**config.mk**
```make
export PLATFORM = sky130hd
export DESIGN_NAME = pamac_vec_flat
export DESIGN_NICKNAME = d
export VERILOG_FILES = /design/src/rtl/pamac_vec_pkg.sv /design/src/rtl/pamac_vec_if.sv /design/src/rtl/pamac_vec_term_lane.sv /design/src/rtl/pamac_vec.sv /design/src/flat_wrapper.sv
export SDC_FILE = /design/constraint.sdc
export NUM_CORES = 1
export LEC_CHECK = 0
export BUFFER_PORTS_ARGS = -buffer_cell sky130_fd_sc_hd__buf_2
export CORE_MARGIN = 2
export CORE_UTILIZATION = 40
export CTS_BUF_LIST = sky130_fd_sc_hd__clkbuf_16
export CTS_CLUSTER_SIZE = 8
export DETAILED_ROUTE_END_ITERATION = 16
export PLACE_DENSITY = 0.71
export SLEW_MARGIN = 10
export SYNTH_ARGS = -nofsm -noshare
export SYNTH_HDL_FRONTEND = slang
export SYNTH_SLANG_ARGS = --single-unit
export TNS_END_PERCENT = 20
```
**constraint.sdc**
```tcl
create_clock -name clk -period 9.2 [get_ports clk]
set_clock_uncertainty 0.05 [all_clocks]
set_input_delay 1.38 -clock clk [delete_from_list [all_inputs] [get_ports clk]]
set_output_delay 1.38 -clock clk [all_outputs]
set_load 0.02 [all_outputs]
```
**src/rtl/pamac_vec_pkg.sv**
```systemverilog
`default_nettype none
// ============================================================================
//  Module   : pamac_pkg
//  Purpose  : Shared types and arithmetic helpers for the pamac_vec
//             term-serial multiply-accumulate engine.
//             - state_t   : engine FSM states
//             - etc_clamp : limit a term count to the supported maximum
//             - sat_add   : one add/sub step with optional signed saturation
//  Revision : 1.0  initial release
// ============================================================================
package pamac_pkg;

    typedef enum logic [1:0] {
        IDLE = 2'd0,
        RUN  = 2'd1,
        DONE = 2'd2
    } state_t;

    // Term counts above the supported maximum are treated as the maximum.
    function automatic logic [31:0] etc_clamp(input logic [31:0] etc,
                                              input logic [31:0] max_terms);
        return (etc > max_terms) ? max_terms : etc;
    endfunction

    // One accumulation step. acc and term arrive sign-extended to 64 bits
    // from a 'width'-bit signed value (width <= 63). The exact result is
    // formed in 65 bits so it can never overflow before clamping. The caller
    // keeps the low 'width' bits, which gives wrap-around when sat_en=0.
    function automatic logic signed [63:0] sat_add(input logic signed [63:0] acc,
                                                   input logic signed [63:0] term,
                                                   input logic               sub,
                                                   input logic               sat_en,
                                                   input int unsigned        width);
        logic signed [64:0] exact;
        logic signed [64:0] hi;
        logic signed [64:0] lo;
        if (sub) begin
            exact = {acc[63], acc} - {term[63], term};
        end else begin
            exact = {acc[63], acc} + {term[63], term};
        end
        hi = (65'sd1 <<< (width - 1)) - 65'sd1;
        lo = -(65'sd1 <<< (width - 1));
        if (sat_en && (exact > hi)) begin
            exact = hi;
        end else if (sat_en && (exact < lo)) begin
            exact = lo;
        end
        return 64'(exact);
    endfunction

endpackage
`default_nettype wire

```
**src/rtl/pamac_vec_if.sv**
```systemverilog
`default_nettype none
// ============================================================================
//  Module   : pamac_vec_if
//  Purpose  : Operand/result bus of the pamac_vec engine.
//             Input side : in_valid/in_ready handshake, per-lane activations
//                          (in_a), partial sums (in_t), term counts (in_etc),
//                          term positions (in_pos), term signs (in_neg),
//                          a_signed and sat_en mode bits.
//             Output side: out_valid/out_ready handshake, lane results
//                          (out_y), busy status.
//             master = producer/consumer side, slave = engine side.
//  Revision : 1.0  initial release
// ============================================================================
interface pamac_vec_if #(
    parameter int LANES     = 4,
    parameter int A_W       = 16,
    parameter int ACC_W     = 24,
    parameter int MAX_TERMS = 8,
    parameter int POS_W     = 4,
    parameter int ETC_W     = $clog2(MAX_TERMS + 1)
);
    logic                             in_valid;
    logic                             in_ready;
    logic [LANES*A_W-1:0]             in_a;
    logic [LANES*ACC_W-1:0]           in_t;
    logic [LANES*ETC_W-1:0]           in_etc;
    logic [LANES*MAX_TERMS*POS_W-1:0] in_pos;
    logic [LANES*MAX_TERMS-1:0]       in_neg;
    logic                             a_signed;
    logic                             sat_en;
    logic                             out_valid;
    logic                             out_ready;
    logic [LANES*ACC_W-1:0]           out_y;
    logic                             busy;

    modport master (
        output in_valid, in_a, in_t, in_etc, in_pos, in_neg, a_signed, sat_en,
               out_ready,
        input  in_ready, out_valid, out_y, busy
    );

    modport slave (
        input  in_valid, in_a, in_t, in_etc, in_pos, in_neg, a_signed, sat_en,
               out_ready,
        output in_ready, out_valid, out_y, busy
    );
endinterface
`default_nettype wire

```
**src/rtl/pamac_vec_term_lane.sv**
```systemverilog
`default_nettype none
// ============================================================================
//  Module   : pamac_term_lane
//  Purpose  : One lane of the term-serial MAC. Captures its operands on
//             'load', then on each 'step' cycle applies term k (if k is
//             below the lane's own term count) to the accumulator.
//  Ports    : clk, rst            clock / sync active-high reset
//             load                capture a, t, etc, pos, neg
//             step                engine is in RUN
//             k                   current term index
//             a, t, etc, pos, neg lane operands (etc already clamped)
//             a_signed, sat_en    captured mode bits from the engine
//             y                   accumulator value
//  Revision : 1.0  initial release
// ============================================================================
module pamac_term_lane
    import pamac_pkg::*;
#(
    parameter int A_W       = 16,
    parameter int ACC_W     = 24,
    parameter int MAX_TERMS = 8,
    parameter int POS_W     = 4,
    parameter int ETC_W     = 4
) (
    input  wire logic                         clk,
    input  wire logic                         rst,
    input  wire logic                         load,
    input  wire logic                         step,
    input  wire logic [ETC_W-1:0]             k,
    input  wire logic [A_W-1:0]               a,
    input  wire logic [ACC_W-1:0]             t,
    input  wire logic [ETC_W-1:0]             etc,
    input  wire logic [MAX_TERMS*POS_W-1:0]   pos,
    input  wire logic [MAX_TERMS-1:0]         neg,
    input  wire logic                         a_signed,
    input  wire logic                         sat_en,
    output logic      [ACC_W-1:0]             y
);

    logic [A_W-1:0]             r_a;
    logic [ACC_W-1:0]           r_acc;
    logic [ETC_W-1:0]           r_etc;
    logic [MAX_TERMS*POS_W-1:0] r_pos;
    logic [MAX_TERMS-1:0]       r_neg;

    logic [POS_W-1:0]           w_pos;
    logic                       w_neg;
    logic [ACC_W-1:0]           w_a_ext;
    logic [ACC_W-1:0]           w_term;
    logic [ACC_W-1:0]           w_next;

    // Term selection by the shared term index.
    always_comb begin
        w_pos = '0;
        w_neg = 1'b0;
        for (int j = 0; j < MAX_TERMS; j++) begin
            if (k == ETC_W'(j)) begin
                w_pos = r_pos[j*POS_W +: POS_W];
                w_neg = r_neg[j];
            end
        end
    end

    always_comb begin
        if (a_signed) begin
            w_a_ext = ACC_W'($signed(r_a));
        end else begin
            w_a_ext = ACC_W'(r_a);
        end
        // Shift is done at accumulator width, so high bits fall off here.
        w_term = w_a_ext << w_pos;
        w_next = ACC_W'(sat_add(64'($signed(r_acc)), 64'($signed(w_term)),
                                w_neg, sat_en, ACC_W));
    end

    always_ff @(posedge clk) begin
        if (rst) begin
            r_a   <= '0;
            r_acc <= '0;
            r_etc <= '0;
            r_pos <= '0;
            r_neg <= '0;
        end else if (load) begin
            r_a   <= a;
            r_acc <= t;
            r_etc <= etc;
            r_pos <= pos;
            r_neg <= neg;
        end else if (step && (k < r_etc)) begin
            r_acc <= w_next;
        end
    end

    assign y = r_acc;

endmodule
`default_nettype wire

```
**src/rtl/pamac_vec.sv**
```systemverilog
`default_nettype none
// ============================================================================
//  Module   : pamac_vec
//  Purpose  : Multi-lane term-serial multiply-accumulate engine. Each lane
//             adds A * sum(+/-2^pos_k) to a partial sum, one term per cycle;
//             the run ends after the longest lane's term count.
//  Ports    : clk   clock
//             rst   synchronous active-high reset
//             bus   pamac_vec_if.slave (operand and result handshakes)
//  Revision : 1.0  initial release
// ============================================================================
module pamac_vec
    import pamac_pkg::*;
#(
    parameter int LANES     = 4,
    parameter int A_W       = 16,
    parameter int ACC_W     = 24,
    parameter int MAX_TERMS = 8,
    parameter int POS_W     = 4
) (
    input  wire logic  clk,
    input  wire logic  rst,
    pamac_vec_if.slave bus
);

    localparam int ETC_W = $clog2(MAX_TERMS + 1);

    state_t           r_state;
    state_t           w_state_next;
    logic [ETC_W-1:0] r_k;
    logic [ETC_W-1:0] r_n;
    logic [ETC_W-1:0] w_n;
    logic             r_a_signed;
    logic             r_sat_en;
    logic             w_load;
    logic             w_step;

    logic [ETC_W-1:0] w_etc_c [LANES];
    logic [ACC_W-1:0] w_y     [LANES];

    generate
        for (genvar i = 0; i < LANES; i++) begin : g_lane
            assign w_etc_c[i] = ETC_W'(etc_clamp(32'(bus.in_etc[i*ETC_W +: ETC_W]),
                                                 32'(MAX_TERMS)));

            pamac_term_lane #(
                .A_W       (A_W),
                .ACC_W     (ACC_W),
                .MAX_TERMS (MAX_TERMS),
                .POS_W     (POS_W),
                .ETC_W     (ETC_W)
            ) u_lane (
                .clk      (clk),
                .rst      (rst),
                .load     (w_load),
                .step     (w_step),
                .k        (r_k),
                .a        (bus.in_a[i*A_W +: A_W]),
                .t        (bus.in_t[i*ACC_W +: ACC_W]),
                .etc      (w_etc_c[i]),
                .pos      (bus.in_pos[i*MAX_TERMS*POS_W +: MAX_TERMS*POS_W]),
                .neg      (bus.in_neg[i*MAX_TERMS +: MAX_TERMS]),
                .a_signed (r_a_signed),
                .sat_en   (r_sat_en),
                .y        (w_y[i])
            );

            assign bus.out_y[i*ACC_W +: ACC_W] = w_y[i];
        end
    endgenerate

    // Run length is set by the lane with the most (clamped) terms.
    always_comb begin
        w_n = '0;
        for (int i = 0; i < LANES; i++) begin
            if (w_etc_c[i] > w_n) begin
                w_n = w_etc_c[i];
            end
        end
    end

    always_comb begin
        w_state_next = r_state;
        w_load       = 1'b0;
        w_step       = 1'b0;
        case (r_state)
            IDLE: begin
                if (bus.in_valid) begin
                    w_load       = 1'b1;
                    w_state_next = (w_n != '0) ? RUN : DONE;
                end
            end
            RUN: begin
                w_step = 1'b1;
                if (r_k == (r_n - ETC_W'(1))) begin
                    w_state_next = DONE;
                end
            end
            DONE: begin
                if (bus.out_ready) begin
                    w_state_next = IDLE;
                end
            end
            default: w_state_next = IDLE;
        endcase
    end

    always_ff @(posedge clk) begin
        if (rst) begin
            r_state    <= IDLE;
            r_k        <= '0;
            r_n        <= '0;
            r_a_signed <= 1'b0;
            r_sat_en   <= 1'b0;
        end else begin
            r_state <= w_state_next;
            if (w_load) begin
                r_k        <= '0;
                r_n        <= w_n;
                r_a_signed <= bus.a_signed;
                r_sat_en   <= bus.sat_en;
            end else if (w_step) begin
                r_k <= r_k + ETC_W'(1);
            end
        end
    end

    assign bus.in_ready  = (r_state == IDLE);
    assign bus.out_valid = (r_state == DONE);
    assign bus.busy      = (r_state != IDLE);

endmodule
`default_nettype wire
```
**src/flat_wrapper.sv**
```systemverilog
// flat-port wrapper written by rule: the top's interface ports become plain ports
module pamac_vec_flat import pamac_pkg::*;
#(
    parameter int LANES     = 4,
    parameter int A_W       = 16,
    parameter int ACC_W     = 24,
    parameter int MAX_TERMS = 8,
    parameter int POS_W     = 4
)
  (clk, rst, bus_in_valid, bus_in_a, bus_in_t, bus_in_etc, bus_in_pos, bus_in_neg, bus_a_signed, bus_sat_en, bus_out_ready, bus_in_ready, bus_out_valid, bus_out_y, bus_busy);
  pamac_vec_if #(.LANES(LANES), .A_W(A_W), .ACC_W(ACC_W), .MAX_TERMS(MAX_TERMS), .POS_W(POS_W)) bus_i ();
  input  wire logic clk;
  input  wire logic rst;
  input wire logic [$bits(bus_i.in_valid)-1:0] bus_in_valid;
  input wire logic [$bits(bus_i.in_a)-1:0] bus_in_a;
  input wire logic [$bits(bus_i.in_t)-1:0] bus_in_t;
  input wire logic [$bits(bus_i.in_etc)-1:0] bus_in_etc;
  input wire logic [$bits(bus_i.in_pos)-1:0] bus_in_pos;
  input wire logic [$bits(bus_i.in_neg)-1:0] bus_in_neg;
  input wire logic [$bits(bus_i.a_signed)-1:0] bus_a_signed;
  input wire logic [$bits(bus_i.sat_en)-1:0] bus_sat_en;
  input wire logic [$bits(bus_i.out_ready)-1:0] bus_out_ready;
  output wire logic [$bits(bus_i.in_ready)-1:0] bus_in_ready;
  output wire logic [$bits(bus_i.out_valid)-1:0] bus_out_valid;
  output wire logic [$bits(bus_i.out_y)-1:0] bus_out_y;
  output wire logic [$bits(bus_i.busy)-1:0] bus_busy;
  assign bus_i.in_valid = bus_in_valid;
  assign bus_i.in_a = bus_in_a;
  assign bus_i.in_t = bus_in_t;
  assign bus_i.in_etc = bus_in_etc;
  assign bus_i.in_pos = bus_in_pos;
  assign bus_i.in_neg = bus_in_neg;
  assign bus_i.a_signed = bus_a_signed;
  assign bus_i.sat_en = bus_sat_en;
  assign bus_i.out_ready = bus_out_ready;
  assign bus_in_ready = bus_i.in_ready;
  assign bus_out_valid = bus_i.out_valid;
  assign bus_out_y = bus_i.out_y;
  assign bus_busy = bus_i.busy;
  pamac_vec #(.LANES(LANES), .A_W(A_W), .ACC_W(ACC_W), .MAX_TERMS(MAX_TERMS), .POS_W(POS_W)) u_core (.clk(clk), .rst(rst), .bus(bus_i));
endmodule
```
* Yosys cells after proc, flatten, opt, wreduce, memory -nomap -nowiden
Cells that the tools add are included.
** Word-level totals
- Output and inout bits :: 99
- Flip-flop bits (word level) :: 348
** Cells by class
- Eq/ne operators :: 13
- Add/subtract/negate cells :: 10
- Order comparisons :: 20
- Muxes and demuxes :: 104
- Shift operators :: 4
- Reductions and logical operators :: 22
** Operators with widths (count)
- $mux 24 :: 20
- $gt 65x24->1 const B :: 4
- $lt 65x24->1 const B :: 4
- $mux 65 :: 4
- $mux 4 :: 40
- $add 24x24->25 :: 4
- $sub 24x24->25 :: 4
- $shl 24x4->24 :: 4
- $mux 1 :: 35
- $eq 4x3->1 const B :: 4
- $gt 4x4->1 const B :: 4
- $lt 4x4->1 :: 4
- $gt 4x4->1 :: 3
- $logic_and 1x1->1 :: 12
- $reduce_bool 2->1 :: 5
- $eq 4x2->1 const B :: 2
- $mux 2 :: 4
- $pmux 2 s3 :: 1
- $add 4x1->4 const B :: 1
- $eq 4x1->1 const B :: 1
- $eq 4x4->1 :: 1
- $gt 4x1->1 const B :: 1
- $logic_not 4->1 :: 1
- $ne 2x2->1 const B :: 2
- 8 further kinds :: 8

* Depth between registers and ports, before layout
Gate-level depths: netlist (run 1).
- Depth after elaboration :: 18
- Mapped depth :: 38

* Hierarchy
A second synthesis (run 1) with hierarchy kept.
** Second synthesis, totals
- Cell total of the unflattened synthesis :: 3419
- Area, all modules :: 27895.5 µm²
** Modules (own cells, without submodules)
- pamac_term_lane (u_core.g_lane[0].u_lane ...) :: cells each 806, times used 3, area an instance 6610.1 µm²
- pamac_term_lane (u_core.g_lane[3].u_lane) :: cells each 831, times used 1, area an instance 6782.8 µm²
- pamac_vec :: cells each 170, times used 1, area an instance 1282.5 µm²

* Worst setup path after synthesis (run 1)
OpenSTA, ideal clock, no wires.
- Kind :: flip-flop to flip-flop
- From :: reg u_core.r_k[1]
- To :: reg u_core.g_lane[0].u_lane.r_acc[10]
- Data arrival time :: 6.971 ns
- Cell stages (with the launch flop) :: 34
- Period minus slack after synthesis :: 7.138 ns
- Slack :: 2.062 ns
- Cell sequence :: dfxtp_1 > inv_1 > ha_1 > buf_2 > buf_2 > buf_2 > a21oi_1 > o21ai_0 > a221oi_1 > o31a_1 > clkbuf_1 > clkbuf_1 > buf_1 > nand2_1 > ha_1 > a41oi_1 > xor2_1 > a21oi_1 > ha_1 > o21a_1 > o2111a_1 > a211oi_1 > a21oi_1 > o221ai_1 > a311oi_1 > o21a_1 > nor2_1 > nor2b_1 > or2_2 > o311ai_4 > o311ai_4 > buf_6 > a221o_1 > a22o_1
** On the way
- Word-level cells in the longest chain between the ends :: 18
- Elaborated cells on any way between the ends :: 39
- Classes of those cells :: add/sub: 2; order compare: 3; eq/ne: 7; shift: 1; mux: 21; reduce/logical: 5
** RTL lines
- from (decl) :: RTL line pamac_vec.sv:30 : logic [ETC_W-1:0] r_k;
- from (signal assigned) :: RTL line pamac_vec.sv:123 : r_k <= r_k + ETC_W'(1);
- $logic_not 4->1 :: RTL line pamac_vec_term_lane.sv:57 : if (k == ETC_W'(j)) begin
- $mux 4 (8 in series) :: RTL line pamac_vec_term_lane.sv:57
- $shl 24x4->24 :: RTL line pamac_vec_term_lane.sv:71 : w_term = w_a_ext << w_pos;
- $add 24x24->25 or $sub 24x24->25 (tied branches) :: RTL line pamac_vec_pkg.sv:40, pamac_vec_pkg.sv:38
- $mux 65 :: RTL line pamac_vec_pkg.sv:37 : if (sub) begin
- $lt 65x24->1 :: RTL line pamac_vec_pkg.sv:46 : end else if (sat_en && (exact < lo)) begin
- $logic_and 1x1->1 :: RTL line pamac_vec_pkg.sv:46
- $mux 24 :: RTL line pamac_vec_pkg.sv:46
- $mux 24 :: RTL line pamac_vec_pkg.sv:44 : if (sat_en && (exact > hi)) begin
- $mux 24 :: RTL line pamac_vec_term_lane.sv:89 : end else if (step && (k < r_etc)) begin
- $mux 24 :: RTL line pamac_vec_term_lane.sv:83 : end else if (load) begin
- to (signal assigned) :: RTL line pamac_vec_term_lane.sv:85 : r_acc <= t;
- to (signal assigned) :: RTL line pamac_vec_term_lane.sv:90 : r_acc <= w_next;
- to (decl) :: RTL line pamac_vec_term_lane.sv:41 : logic [ACC_W-1:0] r_acc;
Several ways; a longest one is shown, not always the timed one. The select of a mux whose other input is x is not followed.
A chain may end at the register's enable or synchronous reset.

* Worst setup path in the final report (run 1)
- From :: reg u_core.r_k[1]
- To :: reg u_core.g_lane[2].u_lane.r_acc[12]
** On the way
- Word-level cells in the longest chain between the ends :: 18
- Elaborated cells on any way between the ends :: 39
- Classes of those cells :: add/sub: 2; order compare: 3; eq/ne: 7; shift: 1; mux: 21; reduce/logical: 5
** RTL lines (RTL line)
- $logic_not 4->1 :: pamac_vec_term_lane.sv:57
- $mux 4 (8 in series) :: pamac_vec_term_lane.sv:57
- $shl 24x4->24 :: pamac_vec_term_lane.sv:71
- $add 24x24->25 or $sub 24x24->25 (tied branches) :: pamac_vec_pkg.sv:40, pamac_vec_pkg.sv:38
- $mux 65 :: pamac_vec_pkg.sv:37
- $lt 65x24->1 :: pamac_vec_pkg.sv:46
- $logic_and 1x1->1 :: pamac_vec_pkg.sv:46
- $mux 24 :: pamac_vec_pkg.sv:46
- $mux 24 :: pamac_vec_pkg.sv:44
- $mux 24 :: pamac_vec_term_lane.sv:89
- $mux 24 :: pamac_vec_term_lane.sv:83
- to (signal assigned) :: pamac_vec_term_lane.sv:85
- to (signal assigned) :: pamac_vec_term_lane.sv:90
- to (decl) :: pamac_vec_term_lane.sv:41
Several ways; a longest one is shown, not always the timed one. The select of a mux whose other input is x is not followed.

==> results_dict.tcl, run 1 <==
set metrics [dict create \
    drv_slew 0 \
    synth_cell_types 101 \
    crit_fanout 24 \
    status "finished, final reports clean" \
    max_freq_ghz 0.118 \
    gp_congestion 0.962 \
    n_fill_cell 7106 \
    synth_area_leaders "dfxtp_1 (25%), nand2_1 (12%), a21oi_1 (9.1%), ha_1 (5.8%), xnor2_1 (3.4%)" \
    drive_above_1_share_pct 16.2 \
    drc 0 \
    wl_um 99600 \
    syn-instance-count 3930 \
    clk_path_buf_depth 3 \
    power-per-cell-area_nw_per_um2 363 \
    cts_sinks 348 \
    grt_use_total_pct 26.6 \
    final_nets 4695 \
    die_h_um 268 \
    layout_common_cells "nand2_1 (859), a21oi_1 (504), buf_2 (439), dfxtp_1 (348), nor2_1 (252)" \
    hpwlAfterDp_um 75100 \
    tightest_slew_ns 1.21 \
    syn2layout_area_growth_pct 15.5 \
    syn_area_sq_um 27800 \
    maxCapViolCount 0 \
    cts_tree "built" \
    worstPathArrival_ns 8.88 \
    firstDrtPassIters 6 \
    timing.hold.ws_ns 0.397 \
    cts.htree.levels 2 \
    final_common_cell "nand2_1" \
    synth_nets 4405 \
    first_global_vias 27000 \
    synth-main-ff-cell "dfxtp_1" \
    numCtsBuffers 51 \
    fin_crit_ns 8.50 \
    synth_top_cell_by_area "dfxtp_1" \
    dieArea_sq_um 71600 \
    crit_type "flop to flop" \
    ys_ff_latch 348 \
    clk_pin_slew_worst_paths_ns 0.05 \
    period_share_pct 92.4 \
    io_buffers 440 \
    antenna_found_initial 7 \
    rows 96 \
    yosysSeqAreaShare_pct 25.1 \
    core_sq_um 68700 \
    multi_input_area_sq_um 19400 \
    finalSetupTns_ns 0 \
    hold_violations 0 \
    floorplan.initialDensity_pct 40.4 \
    rsz0062_at_grt "no" \
    vias 29900 \
    pre_cts_ws_ns 0.504 \
    critPathRequiredTime_ns 9.58 \
    hold_class "flop to flop" \
    root_buffer "clkbuf_16" \
    synth-edff-count 0 \
    final.setup.worst_slack_ns 0.699 \
    setup_viol 0 \
    synth_area_per_cell_sq_um 7.07 \
    end_kind "flop" \
    synth.yosys.warnings 0 \
    async_reset_ff_share_pct 0 \
    yosysTopAreaCellShare_pct 25.1 \
    grt_pass1_wl_um 152000 \
    max_slew_margin_pct 19.5 \
    num_io_pins 441 \
    final_antenna_net_count 0 \
    max-vdd-ir-drop_v 0.000188 \
    avgViaCountPerCell 5.78 \
    routedWlPerCell_um 19.3 \
    ctsHoldBuffers 0 \
    power.leakage_nw 13.4 \
    dieWidth_um 268 \
    overflow 0 \
    drt_iter0_drc 3016 \
    cp-start-kind "flop" \
    clock_latency_ns 0.61 \
    seq_area_sq_um 6970 \
    grt_max_degree 206 \
]
## area by class of cell
cell class              instances  area share [%]
inverters                      99            1.16
repair buffers                512            8.66
multi-input cells            3208            60.4
diodes                          5          0.0390
clock inverters                12           0.367
well taps                     931            3.63
clock buffers                  52            4.05
flip-flops and latches        348            21.7
## synth_stat cells (46+ instances only)
cell type and count:
a2111oi_0 46, a21oi_1 505, a31oi_1 51, clkbuf_1 208, dfxtp_1 348, ha_1 129
inv_1 99, mux2i_1 68, nand2_1 860, nand3_1 108, nor2_1 252, nor2b_1 48
nor3_1 95, o211ai_1 62, o21ai_0 169, xnor2_1 109, xor2_1 69
## per-stage QoR
| stage | cells | instance area (sq um) | total power (W) | util, % |
|---|---|---|---|---|
| 2_1_floorplan | 3930 | 27800 | 0.00795 | - |
| 3_3_place_gp | 5098 | 30600 | 0.00965 | 44.6 |
| 3_5_place_dp | 5098 | 30600 | 0.00973 | 44.6 |
| 4_1_cts | 5162 | 32100 | 0.0115 | 46.7 |
| 5_1_grt | 5162 | 32100 | 0.0125 | 46.7 |
| 6_report | 5167 | 32100 | 0.0116 | 46.7 |
## worst paths after layout
kind | start | to | slack, ns | depth (start not counted)
min reg2reg | u_core.g_lane[3].u_lane.r_neg[0]$_SDFFE_PP0P_ | u_core.g_lane[3].u_lane.r_neg[0]$_SDFFE_PP0P_ | 0.40 | 2
max | u_core.r_k[1]$_SDFFE_PP0P_ | u_core.g_lane[2].u_lane.y[12]$_SDFFE_PP0P_ | 0.70 | 27
max reg2reg | u_core.r_k[1]$_SDFFE_PP0P_ | u_core.g_lane[2].u_lane.y[12]$_SDFFE_PP0P_ | 0.70 | 27
min | u_core.g_lane[3].u_lane.r_neg[0]$_SDFFE_PP0P_ | u_core.g_lane[3].u_lane.r_neg[0]$_SDFFE_PP0P_ | 0.40 | 2
## flip-flops by register name (all words and copies together) (netlist names)
| register | cells |
|---|---|
| u_core.g_lane.u_lane.r_neg | 32 |
| u_core.g_lane.u_lane.y | 96 |
| u_core.r_state | 2 |
| u_core.g_lane.u_lane.r_etc | 16 |
| u_core.r_k | 4 |
| u_core.g_lane.u_lane.r_pos | 128 |
| u_core.r_sat_en | 1 |
| u_core.r_n | 4 |
| u_core.r_a_signed | 1 |
| u_core.g_lane.u_lane.r_a | 64 |
## cell families after synthesis
group,after synthesis,share of synthesized area (%)
buffers and inverters,374,5.58
flip-flops,348,25.1
AND/OR/NAND/NOR,1553,24.5
AO/OA/AOI/OAI,1234,28.6
XOR/XNOR,178,5.61
adder cells (fa/ha/maj),133,6.10
multiplexers,110,4.57
## timing repair
item	CTS	global route
resized for setup	0	5
buffers inserted	0	0
setup endpoints to repair	0	45
## per-layer routing
| layer | routed length (um) | track usage, % | up-vias |
|---|---|---|---|
| li1 | - | - | 14600 |
| met1 | 45800 | 38.6 | 13800 |
| met2 | 41900 | 39.3 | 1323 |
| met3 | 8320 | 4.35 | 190 |
| met4 | 3520 | 9.56 | 2 |
| met5 | 13 | 0 | - |
## report_power, final
part,internal (W),leakage (nW),switching [W],total [W]
clock,0.00102,0.716,0.000730,0.00176
sequential,0.00183,2.86,0.000336,0.00217
combinational,0.00312,9.87,0.00460,0.00772
total,0.00597,13.4,0.00567,0.0116
## critical path, cell delays in order (launching register included)
cell and delay, ns:
dfxtp_1 0.55, ha_2 0.63, buf_4 0.32, nand2_1 0.41, o22a_1 0.37, buf_4 0.20
nand2_2 0.22, mux2_2 0.40, a22o_1 0.28, o21bai_1 0.28, nor2_1 0.12, nand3b_1 0.21
nor3_1 0.66, a21oi_1 0.16, xor2_1 0.20, ha_1 0.21, nor3_1 0.27, o21ai_0 0.22
a31oi_1 0.34, o21ai_0 0.21, a21oi_1 0.25, a31oi_1 0.15, xor2_1 0.25, nand2b_1 0.16
nand4b_1 0.13, nand3_1 0.52, a211oi_1 0.48, a311oi_1 0.09
No activity file was read; power rests on OpenSTA's default activity.
==> inputs of run 2 (changes only) <==
--- a/config.mk
+++ b/config.mk
@@ -8,7 +8,7 @@
 export BUFFER_PORTS_ARGS = -buffer_cell sky130_fd_sc_hd__buf_2
 export CORE_MARGIN = 2
 export CORE_UTILIZATION = 40
-export CTS_BUF_LIST = sky130_fd_sc_hd__clkbuf_16
+export CTS_BUF_LIST = sky130_fd_sc_hd__clkbuf_2
 export CTS_CLUSTER_SIZE = 8
 export DETAILED_ROUTE_END_ITERATION = 16
 export PLACE_DENSITY = 0.71
==> run 2 against run 1 <==
Cell area decreased by 1.6%; clock power decreased by 31%; maximum frequency decreased by 1.3%; critical path type unchanged; worst setup slack got worse by 0.11 ns; count of clock-buffer cells in the layout increased by 82; sequential cell count unchanged; wire length decreased by 0.11%; combinational power about the same; via count increased by 1.0%; critical endpoint is now u_core.g_lane[0].u_lane.y[22]$_SDFFE_PP0P_; largest cell class unchanged; non-clock buffer count unchanged.
==> results_dict.tcl, run 2 (synthesis results as in run 1) <==
set metrics [dict create \
    grt_use_total_pct 26.7 \
    drc 0 \
    largest_register_ffs 128 \
    cp-start-kind "flop" \
    critical_path_buf_inv_count 1 \
    firstDrtPassIters 5 \
    clock_latency_ns 1.16 \
    final_common_cell "nand2_1" \
    cpMaxStageDelayCell "nor2_2" \
    root_buffer "clkbuf_2" \
    max-vdd-ir-drop_v 0.000189 \
    dieArea_sq_um 71600 \
    post_cts_resized 0 \
    max_slew_margin_pct 20.4 \
    avgViaCountPerCell 5.73 \
    die_h_um 268 \
    numCtsBuffers 98 \
    path_delay_family "compound AO/OA/AOI/OAI gates" \
    clk_path_buf_depth 3 \
    crit_fanout 24 \
    post_cts_buffers 0 \
    largest-register "u_core.g_lane.u_lane.r_pos" \
    fin_crit_ns 8.61 \
    setup_viol 0 \
    max_freq_ghz 0.116 \
    gp_congestion 0.962 \
    slowest_delay_ns 0.70 \
    timing.hold.ws_ns 0.400 \
    grt_pass1_wl_um 152000 \
    first_global_vias 27200 \
    critPathMostFrequentCell "nor2_1" \
    antenna_found_initial 10 \
    status "finished, final reports clean" \
    critPathRequiredTime_ns 10.14 \
    n_fill_cell 7238 \
    period_share_pct 93.6 \
    placed_area_sq_um 30600 \
    cts_sinks 348 \
    overflow 0 \
    power-per-cell-area_nw_per_um2 351 \
    rsz0062_at_grt "no" \
    worstPathArrival_ns 9.55 \
    dieWidth_um 268 \
    crit_type "flop to flop" \
    vias 30200 \
    drive_above_1_share_pct 17.9 \
    final_nets 4742 \
    power.leakage_nw 13.4 \
    cts_tree "built" \
    rows 96 \
    end_kind "flop" \
    hold_violations 0 \
    syn2layout_area_growth_pct 13.6 \
    maxCapViolCount 0 \
    drt_iter0_drc 2765 \
    core_sq_um 68700 \
    clk_pin_slew_worst_paths_ns 0.11 \
    tightest_slew_ns 1.19 \
    cts.htree.levels 3 \
    io_buffers 440 \
    hpwlAfterDp_um 75100 \
    hold_class "input port to flop" \
    ctsHoldBuffers 0 \
    layout_common_cells "nand2_1 (859), a21oi_1 (504), buf_2 (439), dfxtp_1 (348), nor2_1 (252)" \
    wl_um 99400 \
    floorplan.initialDensity_pct 40.4 \
    finalSetupTns_ns 0 \
    final_antenna_net_count 0 \
    postLayoutCellArea_sq_um 31600 \
    grt_max_degree 206 \
    num_io_pins 441 \
    routedWlPerCell_um 18.9 \
    drv_slew 0 \
]
-- run 2: cell count changes in the layout (fill, tap and decap cells not counted), moves of 4 or more --
cell       before  now
clkinv_2        3    7
clkbuf_16      52    0
clkbuf_2        0  134
clkinv_1        1   21
inv_1         104   99
-- run 2: stage by stage --
stage	std cells	total power (W)	setup slack (ns)	utilization, %
finish	5269	0.0111	0.590	46.0
global route	5268	0.0120	0.00307	46.0
global placement	5098	0.00965	0.780	44.6
CTS	5267	0.0110	0.394	45.9
detailed placement	5098	0.00973	0.504	44.6
floorplan	3930	0.00795	2.06	-
-- run 2: report_power, final --
part	switching [W]	total (W)	leakage (nW)	internal [W]
Sequential	0.000338	0.00216	2.86	0.00182
Clock	0.000725	0.00121	0.677	0.000487
Combinational	0.00459	0.00771	9.87	0.00312
Total	0.00565	0.0111	13.4	0.00543
-- run 2: path summary, 6_finish.rpt --
path / startpoint / slack (ns) / endpoint / cells after the start
hold / removal: bus_in_pos[83] / 0.40 / u_core.g_lane[2].u_lane.r_pos[19]$_SDFFE_PP0P_ / 3
setup / recovery: u_core.r_k[1]$_SDFFE_PP0P_ / 0.59 / u_core.g_lane[0].u_lane.y[22]$_SDFFE_PP0P_ / 31
hold reg to reg: u_core.g_lane[3].u_lane.r_neg[0]$_SDFFE_PP0P_ / 0.41 / u_core.g_lane[3].u_lane.r_neg[0]$_SDFFE_PP0P_ / 2
setup reg to reg: u_core.r_k[1]$_SDFFE_PP0P_ / 0.59 / u_core.g_lane[0].u_lane.y[22]$_SDFFE_PP0P_ / 31
-- run 2: layout make-up --
type | count | area (sq um) | share of cell area [%]
diodes | 2 | 5.00 | 0.0159
inverters | 99 | 372 | 1.18
repair buffers | 512 | 2780 | 8.80
well taps | 931 | 1160 | 3.69
clock buffers | 134 | 671 | 2.12
clock inverters | 35 | 239 | 0.757
multi-input cells | 3208 | 19400 | 61.4
flip-flops and latches | 348 | 6970 | 22.1
-- run 2: routing by layer --
| layer | global-route usage, % | share of wire, % | up-vias |
|---|---|---|---|
| li1 | - | - | 14800 |
| met2 | 39.0 | 42 | 1265 |
| met4 | 10.4 | 3.3 | 6 |
| met5 | 0 | 0.041 | - |
| met1 | 38.5 | 47 | 14000 |
| met3 | 4.69 | 8.1 | 191 |
-- run 2: worst min-delay path: stages --
cell	delay, ns
buf_2	0.09
nand2_1	0.05
a21oi_1	0.05
